--- src/rtl/serial_frame_decoder_pkg.sv ---
// Shared constants and encodings for the serial command frame decoder.
// Frame layout: FF FF 00 LEN PAYLOAD[LEN] EE EE.
package serial_frame_decoder_pkg;

  localparam logic [7:0] SOF_BYTE   = 8'hFF;
  localparam logic [7:0] EOF_BYTE   = 8'hEE;
  localparam logic [7:0] SPACE_BYTE = 8'h00;

  typedef enum logic [2:0] {
    ERR_NONE      = 3'd0,
    ERR_BAD_SPACE = 3'd1,
    ERR_BAD_LEN   = 3'd2,
    ERR_BAD_EOF   = 3'd3,
    ERR_LINE      = 3'd4,
    ERR_TIMEOUT   = 3'd5,
    ERR_OVERRUN   = 3'd6
  } err_e;

  typedef enum logic [2:0] {
    ST_IDLE,
    ST_SOF2,
    ST_SPACE,
    ST_LEN,
    ST_PAYLOAD,
    ST_EOF1,
    ST_EOF2,
    ST_HOLD
  } state_e;

endpackage

--- src/rtl/serial_frame_buffer.sv ---
// Payload store: register array, one write port and a registered
// read port returning zero beyond the frame length.
module serial_frame_buffer #(
  parameter int DEPTH = 16,
  parameter int AW    = $clog2(DEPTH)
) (
  input  logic          clk,
  input  logic          rst_n,
  input  logic          wr_en,
  input  logic [AW-1:0] wr_addr,
  input  logic [7:0]    wr_data,
  input  logic [AW-1:0] rd_addr,
  input  logic [7:0]    rd_len,
  output logic [7:0]    rd_data
);

  logic [7:0] mem [DEPTH];
  logic [7:0] addr_ext;

  assign addr_ext = 8'(rd_addr);

  always_ff @(posedge clk) begin
    if (wr_en) mem[wr_addr] <= wr_data;
  end

  always_ff @(posedge clk or negedge rst_n) begin
    if (!rst_n) rd_data <= '0;
    else if (addr_ext < rd_len) rd_data <= mem[rd_addr];
    else rd_data <= 8'h00;
  end

endmodule

--- src/rtl/serial_frame_decoder.sv ---
// Byte-level command frame parser between UART receiver and executor.
// Buffers one frame and holds it until the executor acks it.
module serial_frame_decoder
  import serial_frame_decoder_pkg::*;
#(
  parameter int MAX_PAYLOAD_LEN    = 16,
  parameter int BYTE_TIMEOUT_TICKS = 50000
) (
  input  logic                               clk,
  input  logic                               rst_n,
  input  logic [7:0]                         byte_data,
  input  logic                               byte_valid,
  input  logic                               byte_err,
  output logic                               frame_valid,
  input  logic                               frame_ack,
  output logic [7:0]                         payload_len,
  input  logic [$clog2(MAX_PAYLOAD_LEN)-1:0] rd_addr,
  output logic [7:0]                         rd_data,
  output logic                               busy,
  output logic                               frame_error,
  output logic [2:0]                         error_code
);

  localparam int AW = $clog2(MAX_PAYLOAD_LEN);
  localparam int CW = $clog2(BYTE_TIMEOUT_TICKS + 1);
  localparam logic [7:0] MAX_LEN = 8'(MAX_PAYLOAD_LEN);
  localparam logic [CW-1:0] TO_LAST = CW'(BYTE_TIMEOUT_TICKS - 1);

  state_e        state_q, state_d;
  logic [7:0]    len_q, len_d;
  logic [AW-1:0] idx_q, idx_d;
  logic [CW-1:0] cnt_q, cnt_d;
  logic          ferr_q;
  err_e          code_q;
  err_e          err_cause;
  logic          err_set;
  logic          wr_en;
  logic          in_frame;
  logic          timeout;

  assign in_frame = (state_q != ST_IDLE) && (state_q != ST_HOLD);
  assign timeout  = in_frame && !byte_valid && (cnt_q == TO_LAST);

  always_comb begin
    state_d   = state_q;
    len_d     = len_q;
    idx_d     = idx_q;
    wr_en     = 1'b0;
    err_set   = 1'b0;
    err_cause = ERR_NONE;
    cnt_d     = (in_frame && !byte_valid) ? cnt_q + 1'b1 : '0;
    if (state_q == ST_HOLD) begin
      // the held frame survives an overrun; only the ack frees it
      if (byte_valid) begin
        err_set   = 1'b1;
        err_cause = ERR_OVERRUN;
      end
      if (frame_ack) state_d = ST_IDLE;
    end else if (byte_valid && state_q == ST_IDLE) begin
      if (!byte_err && byte_data == SOF_BYTE) state_d = ST_SOF2;
    end else if (byte_valid && byte_err) begin
      err_set   = 1'b1;
      err_cause = ERR_LINE;
    end else if (byte_valid) begin
      unique case (state_q)
        ST_SOF2: begin
          state_d = (byte_data == SOF_BYTE) ? ST_SPACE : ST_IDLE;
        end
        ST_SPACE: begin
          if (byte_data == SPACE_BYTE) begin
            state_d = ST_LEN;
          end else begin
            err_set   = 1'b1;
            err_cause = ERR_BAD_SPACE;
          end
        end
        ST_LEN: begin
          if (byte_data != 8'd0 && byte_data <= MAX_LEN) begin
            len_d   = byte_data;
            idx_d   = '0;
            state_d = ST_PAYLOAD;
          end else begin
            err_set   = 1'b1;
            err_cause = ERR_BAD_LEN;
          end
        end
        ST_PAYLOAD: begin
          wr_en = 1'b1;
          idx_d = idx_q + 1'b1;
          if (8'(idx_q) == len_q - 8'd1) state_d = ST_EOF1;
        end
        ST_EOF1, ST_EOF2: begin
          if (byte_data != EOF_BYTE) begin
            err_set   = 1'b1;
            err_cause = ERR_BAD_EOF;
          end else begin
            state_d = (state_q == ST_EOF1) ? ST_EOF2 : ST_HOLD;
          end
        end
        default: ;
      endcase
    end else if (timeout) begin
      err_set   = 1'b1;
      err_cause = ERR_TIMEOUT;
    end
    if (err_set && state_q != ST_HOLD) state_d = ST_IDLE;
  end

  always_ff @(posedge clk or negedge rst_n) begin
    if (!rst_n) begin
      state_q <= ST_IDLE;
      len_q   <= '0;
      idx_q   <= '0;
      cnt_q   <= '0;
      ferr_q  <= 1'b0;
      code_q  <= ERR_NONE;
    end else begin
      state_q <= state_d;
      len_q   <= len_d;
      idx_q   <= idx_d;
      cnt_q   <= cnt_d;
      ferr_q  <= err_set;
      if (err_set) code_q <= err_cause;
    end
  end

  serial_frame_buffer #(
    .DEPTH (MAX_PAYLOAD_LEN),
    .AW    (AW)
  ) u_buf (
    .clk     (clk),
    .rst_n   (rst_n),
    .wr_en   (wr_en),
    .wr_addr (idx_q),
    .wr_data (byte_data),
    .rd_addr (rd_addr),
    .rd_len  (len_q),
    .rd_data (rd_data)
  );

  assign frame_valid = (state_q == ST_HOLD);
  assign busy        = (state_q == ST_HOLD);
  assign payload_len = len_q;
  assign frame_error = ferr_q;
  assign error_code  = code_q;

endmodule

--- config.mk ---
export PLATFORM = sky130hd
export DESIGN_NAME = serial_frame_decoder
export DESIGN_NICKNAME = d
export VERILOG_FILES = /design/src/rtl/serial_frame_decoder_pkg.sv /design/src/rtl/serial_frame_buffer.sv /design/src/rtl/serial_frame_decoder.sv
export SDC_FILE = /design/constraint.sdc
export NUM_CORES = 1
export LEC_CHECK = 0
export CAP_MARGIN = 20
export CORE_UTILIZATION = 27
export CTS_BUF_LIST = sky130_fd_sc_hd__clkbuf_4
export CTS_CLUSTER_DIAMETER = 40
export DETAILED_ROUTE_END_ITERATION = 7
export SYNTH_ARGS = -nofsm -noshare
export SYNTH_HDL_FRONTEND = slang
export SYNTH_HIERARCHICAL = 1
export SYNTH_SLANG_ARGS = --single-unit
--- constraint.sdc ---
create_clock -name clk -period 2.3 [get_ports clk]
set_input_delay 0.345 -clock clk [delete_from_list [all_inputs] [get_ports clk]]
set_output_delay 0.345 -clock clk [all_outputs]
set_load 0.1 [all_outputs]
# After elaboration in Yosys (flattened, before gate mapping)
# Memories as Yosys holds them, arrays and structs flattened.
# Index checks and enable logic that the tools add are counted.
[classes]
add_sub_neg = 3
order_cmp = 2
n_eq_ne = 20
muxes = 45
bitwise = 3
reduce_logical = 21
[op_table]
columns = ["operator", "count"]
rows = [
  ["$mux 3", 17],
  ["$ne 5x5->1 const B", 4],
  ["$mux 1", 18],
  ["$add 16x1->16 const B", 1],
  ["$eq 16x16->1 const B", 1],
  ["$mux 16", 1],
  ["$reduce_bool 8->1", 2],
  ["$pmux 3 s5", 1],
  ["$eq 3x3->1 const B", 4],
  ["$reduce_and 6->1", 2],
  ["$reduce_and 9->1", 1],
  ["$eq 4x8->1", 1],
  ["$eq 8x8->1 const B", 1],
  ["$le 8x5->1 const B", 1],
  ["$logic_and 1x1->1", 8],
  ["$logic_not 8->1", 1],
  ["$lt 4x8->1", 1],
  ["$mux 8", 1],
  ["$ne 8x8->1 const B", 1],
  ["$pmux 4 s2", 1],
  ["$sub 8x1->8 const B", 1],
  ["$eq 3x2->1 const B", 2],
  ["$mux 2", 3],
  ["$pmux 2 s3", 1],
  ["16 further kinds", 19],
]
[word_totals]
ff_bits = 43
ram_bits = 128
input_bits = 17
output_inout_bits = 22
wordCells = 102
mem_count = 1
[mem_list]
columns = ["name", "words", "word_bits", "rd", "rd_ports_with_merged_regs", "write_ports", "line", "rtl"]
rows = [
  ["u_buf.mem", 16, 8, 1, 0, 1, "serial_frame_buffer.sv:17", "logic [7:0] mem [DEPTH];"],
]

# Logic depth before layout (Yosys ltp)
[logic_depth]
depth_word = 12
mapped_depth = 9
ltp_nobuf = 9

# Cells and area by module
# Netlist, hierarchy kept.
[modules_own_cells]
columns = ["module", "instances", "cells_each", "area_per_inst_um2", "seq_area_each_um2"]
rows = [
  ["serial_frame_buffer", 1, 244, 5427.7, 4043.9],
  ["serial_frame_decoder", 1, 211, 2018.2, 875.8],
]

# Worst setup path before layout
# No wires, ideal clock.
[synth_path]
path_type = "reg-to-reg"
from = "reg len_q[0] (netlist: payload_len[0])"
to = "reg state_q[2]"
setup_time_ns = 0.130
t_arrival_ns = 2.476
t_required_ns = 2.170
slack_ns = -0.306
stages_incl_launch_ff = 10
path_buffers = 0
synth_period_minus_slack_ns = 2.606
cell_sequence = "dfrtp_1 > inv_1 > ha_1 > nor2b_1 > nor4_1 > o21ai_1 > o311ai_2 > a2bb2oi_2 > a21oi_1 > o32ai_1"
[synth_between]
elab_chain_len = 4
[synth_lines]
columns = ["item", "line", "rtl"]
rows = [
  ["from (decl)", "serial_frame_decoder.sv:30", "logic [7:0] len_q, len_d;"],
  ["from (signal assigned)", "serial_frame_decoder.sv:119", "len_q <= len_d;"],
  ["$sub 8x1->8", "serial_frame_decoder.sv:90", "if (8'(idx_q) == len_q - 8'd1) state_d = ST_EOF1;"],
  ["$eq 4x8->1", "serial_frame_decoder.sv:90", ""],
  ["$ne 5x5->1 (no source line)", "-", ""],
  ["$reduce_and 9->1 (no source line)", "-", ""],
  ["to (signal assigned)", "serial_frame_decoder.sv:118", "state_q <= state_d;"],
  ["to (decl)", "serial_frame_decoder.sv:29", "state_e state_q, state_d;"],
]
# No other way between the ends.
# A chain may end at the register's enable or synchronous reset.

# Worst setup path after layout
[layout_path]
from = "reg state_q[2]"
to = "out busy"
[layout_between]
elab_chain_len = 1
[layout_lines]
columns = ["item", "line", "rtl"]
rows = [
  ["$eq 3x3->1", "serial_frame_decoder.sv:142", "assign busy = (state_q == ST_HOLD);"],
  ["to (decl)", "serial_frame_decoder.sv:19", "output logic busy,"],
]
# No other way between the ends.

==> results.md <==
* Status: completed
* MaxCap Viol Count at 0
* Post-synthesis mux area share at 14.9%
* Worst Setup End Kind: output port
* Number of core rows at 60
* Slew Viols, Final at 0
* DIE HEIGHT at 168 um
* Final core utilization at 33.1%
* Post-Synth Adder-Cell Area at 1.01%
* TNS Setup at 0 ns
* Post-route antenna net violation count at 0
* XOR/XNOR share of the synthesized area at 2.23%
* DRT Wirelength at 17000 um
* Arr. time, crit path at 1.83 ns
* Filler cells at 2619
* Yosys reg bits at 171
* Cell area after layout at 8950 um^2
* RSZ-0062 raised after global routing: false
* Minimum clock period at 2.17 ns
* Final hold vios at 0
* Register area share after synthesis at 66.1%
* Critical Path RT at 1.96 ns
* WHS at 0.307 ns
* Synth Flop Type: edfxtp_1
* Tot Pwr at 6.71 mW
* Crit-path cells: nand3_1, inv_2, buf_12
* Ports at 39
* CTS tree: done
* Simple-gate share of the synthesized area at 8.70%
* CP startpoint: state_q[2]
* Clk sinks at 171
* Vias in the first global route at 4345
* Max_slew headroom at 61.8%
* Pre-CTS setup slack at -0.340 ns
* CTS clock-pin slew for the worst setup and hold paths at 0.14 ns
* Worst setup margin at 0.130 ns
* Iter 0 DRT Violations at 422
* Per-cell routed wire length at 18.7 um
* WS Path Type: reg2out
* Port Buffers at 38
* Mean post-synth cell area at 16.4 um^2
* Final Instance Count excl. Fillers at 911
* VDD IR max at 0.902 mV
* Die ar. at 28200 um^2
* Syn nets at 478
* Share of cells above drive strength 1 at 25.3%
* Vias/cell at 4.83
* Width of the die at 168 um
* N_diodes at 0
* R2R Path Start: cnt_q[0]
* Area grow syn2layout at 20.2%
* Pwr dens at 749 nW/um^2
* Distinct cells, synth at 58
* CP Launch Type: flop
* H-tree depth at 4
* Compound-cell area share of the yosys netlist at 5.09%
* CTS Root Cell: clkbuf_4
* Initial Utilization at 27.6%
* Commonest non-fill, non-tap cell in the layout: edfxtp_1
* Worst Hold Class: in2async
* Max FO, Critical Path at 8
* Core area at 27000 um^2
* Post-synth EDFFs at 128
* Clock Latency Late Sink at 0.55 ns
* Deepest clock path buffer count at 2
* Asr flop ratio synth at 25.1%
* Tcrit/Tclk final at 94.4%
* GPL Wtd Cong at 0.888
* Leakage at 3.31 nW
* Largest family of logic cells by synthesized area: multiplexers
* Post-Syn Instances at 455
* Crit path largest cell delay at 0.59 ns
* Placed Cells at 874
* Mapped Area at 7450 um^2
* Clock buffer count from CTS at 17
* Fin Clk Skew at 0.0142 ns
* Slowest cell on crit path: dfrtp_1
* Setup violators final at 0
* NumNets Final at 580
* Slew @ Worst Pin at 0.573 ns
* Multi-input logic area at 2390 um^2
* Grt ovf at 0
* First-pass GRT wire length at 25800 um
* Seq. cell area at 4920 um^2
* Ys Warns at 6
* Pin count of the biggest net entering global routing at 34
* Fmax at 0.461 GHz
* Vias at 4404
* GRT Total Usage at 12.4%
* Detail Placement HPWL at 11500 um
* Cell Area, Placed at 8580 um^2
* Worst-case reg-to-reg path depth at 6
* Most frequent cells in the layout: edfxtp_1 (128), buf_4 (79), dfrtp_1 (41)
* Initial antenna violation count at 0
* Drt pass-1 iters at 5
* # DRC at 0
-- flip-flops by register name (all words and copies together), names as in the netlist --
| register | flops |
|---|---|
| payload_len | 8 |
| cnt_q | 16 |
| error_code | 3 |
| idx_q | 4 |
| state_q | 3 |
| frame_error | 1 |
| u_buf/rd_data | 8 |
| u_buf/mem | 128 |
-- worst max-delay path, delay by kind of cell (launching register included) --
kind	cells	cell delay, ns
flops	1	0.59
buf+inv	2	0.44
simple gates	1	0.24
-- area by class of cell --
cell class	instances	share of cell area, %
Sequential cell	171	55.0
Multi-Input combinational cell	256	26.6
Timing Repair Buffer	101	9.53
Tap cell	341	4.77
Clock inverter	13	2.07
Clock buffer	19	1.59
Inverter	10	0.419
-- final timing paths --
kind,to,slack [ns]
max,busy,0.13
min,payload_len[6],0.31
max reg2reg,error_code[1],0.20
min reg2reg,error_code[2],0.56
max in group asynchronous,cnt_q[14],1.29
min in group clk,frame_error,0.50
-- power breakdown --
part / internal, mW / total (mW) / leakage [nW] / switching [mW]
sequential: 3.41 / 3.54 / 1.72 / 0.124
clock: 0.814 / 1.93 / 0.170 / 1.12
combinational: 0.439 / 1.24 / 1.42 / 0.799
-- synth_stat cells (2+ instances only) --
library cell | n | share of area [%]
nor3b_1 | 2 | 0.20
nand2_1 | 20 | 1.0
nor2_1 | 40 | 2.0
nand2b_1 | 4 | 0.34
buf_6 | 4 | 0.60
a21oi_1 | 14 | 0.94
nor2b_1 | 7 | 0.59
xor2_1 | 12 | 1.4
mux2_1 | 3 | 0.45
and3_1 | 5 | 0.42
o21ai_0 | 3 | 0.20
nand3_1 | 13 | 0.87
nor4_1 | 4 | 0.34
mux2_2 | 8 | 1.2
dfrtp_1 | 43 | 14
xnor2_1 | 7 | 0.82
or2_1 | 2 | 0.17
a21o_1 | 3 | 0.30
nand3b_1 | 2 | 0.20
mux4_1 | 27 | 9.5
nor4b_1 | 2 | 0.24
clkbuf_1 | 5 | 0.25
mux2i_1 | 16 | 2.2
nor4bb_1 | 2 | 0.27
edfxtp_1 | 128 | 52
buf_2 | 7 | 0.47
nand4_1 | 5 | 0.42
mux4_2 | 5 | 1.5
inv_1 | 9 | 0.45
nor3_1 | 10 | 0.67
o21a_1 | 3 | 0.30
ha_1 | 6 | 1.0
o21ai_1 | 9 | 0.60
-- cells by family after synthesis --
logic type | count (synthesis)
flops | 171
simple gates | 123
mux | 59
compound gates | 49
buf+inv | 28
xor+xnor | 19
fa+ha+maj | 6
-- layer usage --
metal	share of wire, %	GRT usage (%)	vias to the layer above
li1	-	-	1995
met5	0	0	-
met1	47	17.6	2250
met3	5.6	2.87	18
met2	46	19.1	141
met4	1.2	3.08	0
-- repair_timing --
action,in CTS,in global routing
endpoints found under the hold margin,20,0
endpoints found under the setup margin,0,2
hold buffers,1,0
resized for setup,0,1
setup buffers,0,4
Power figures use the tool's default switching activity.
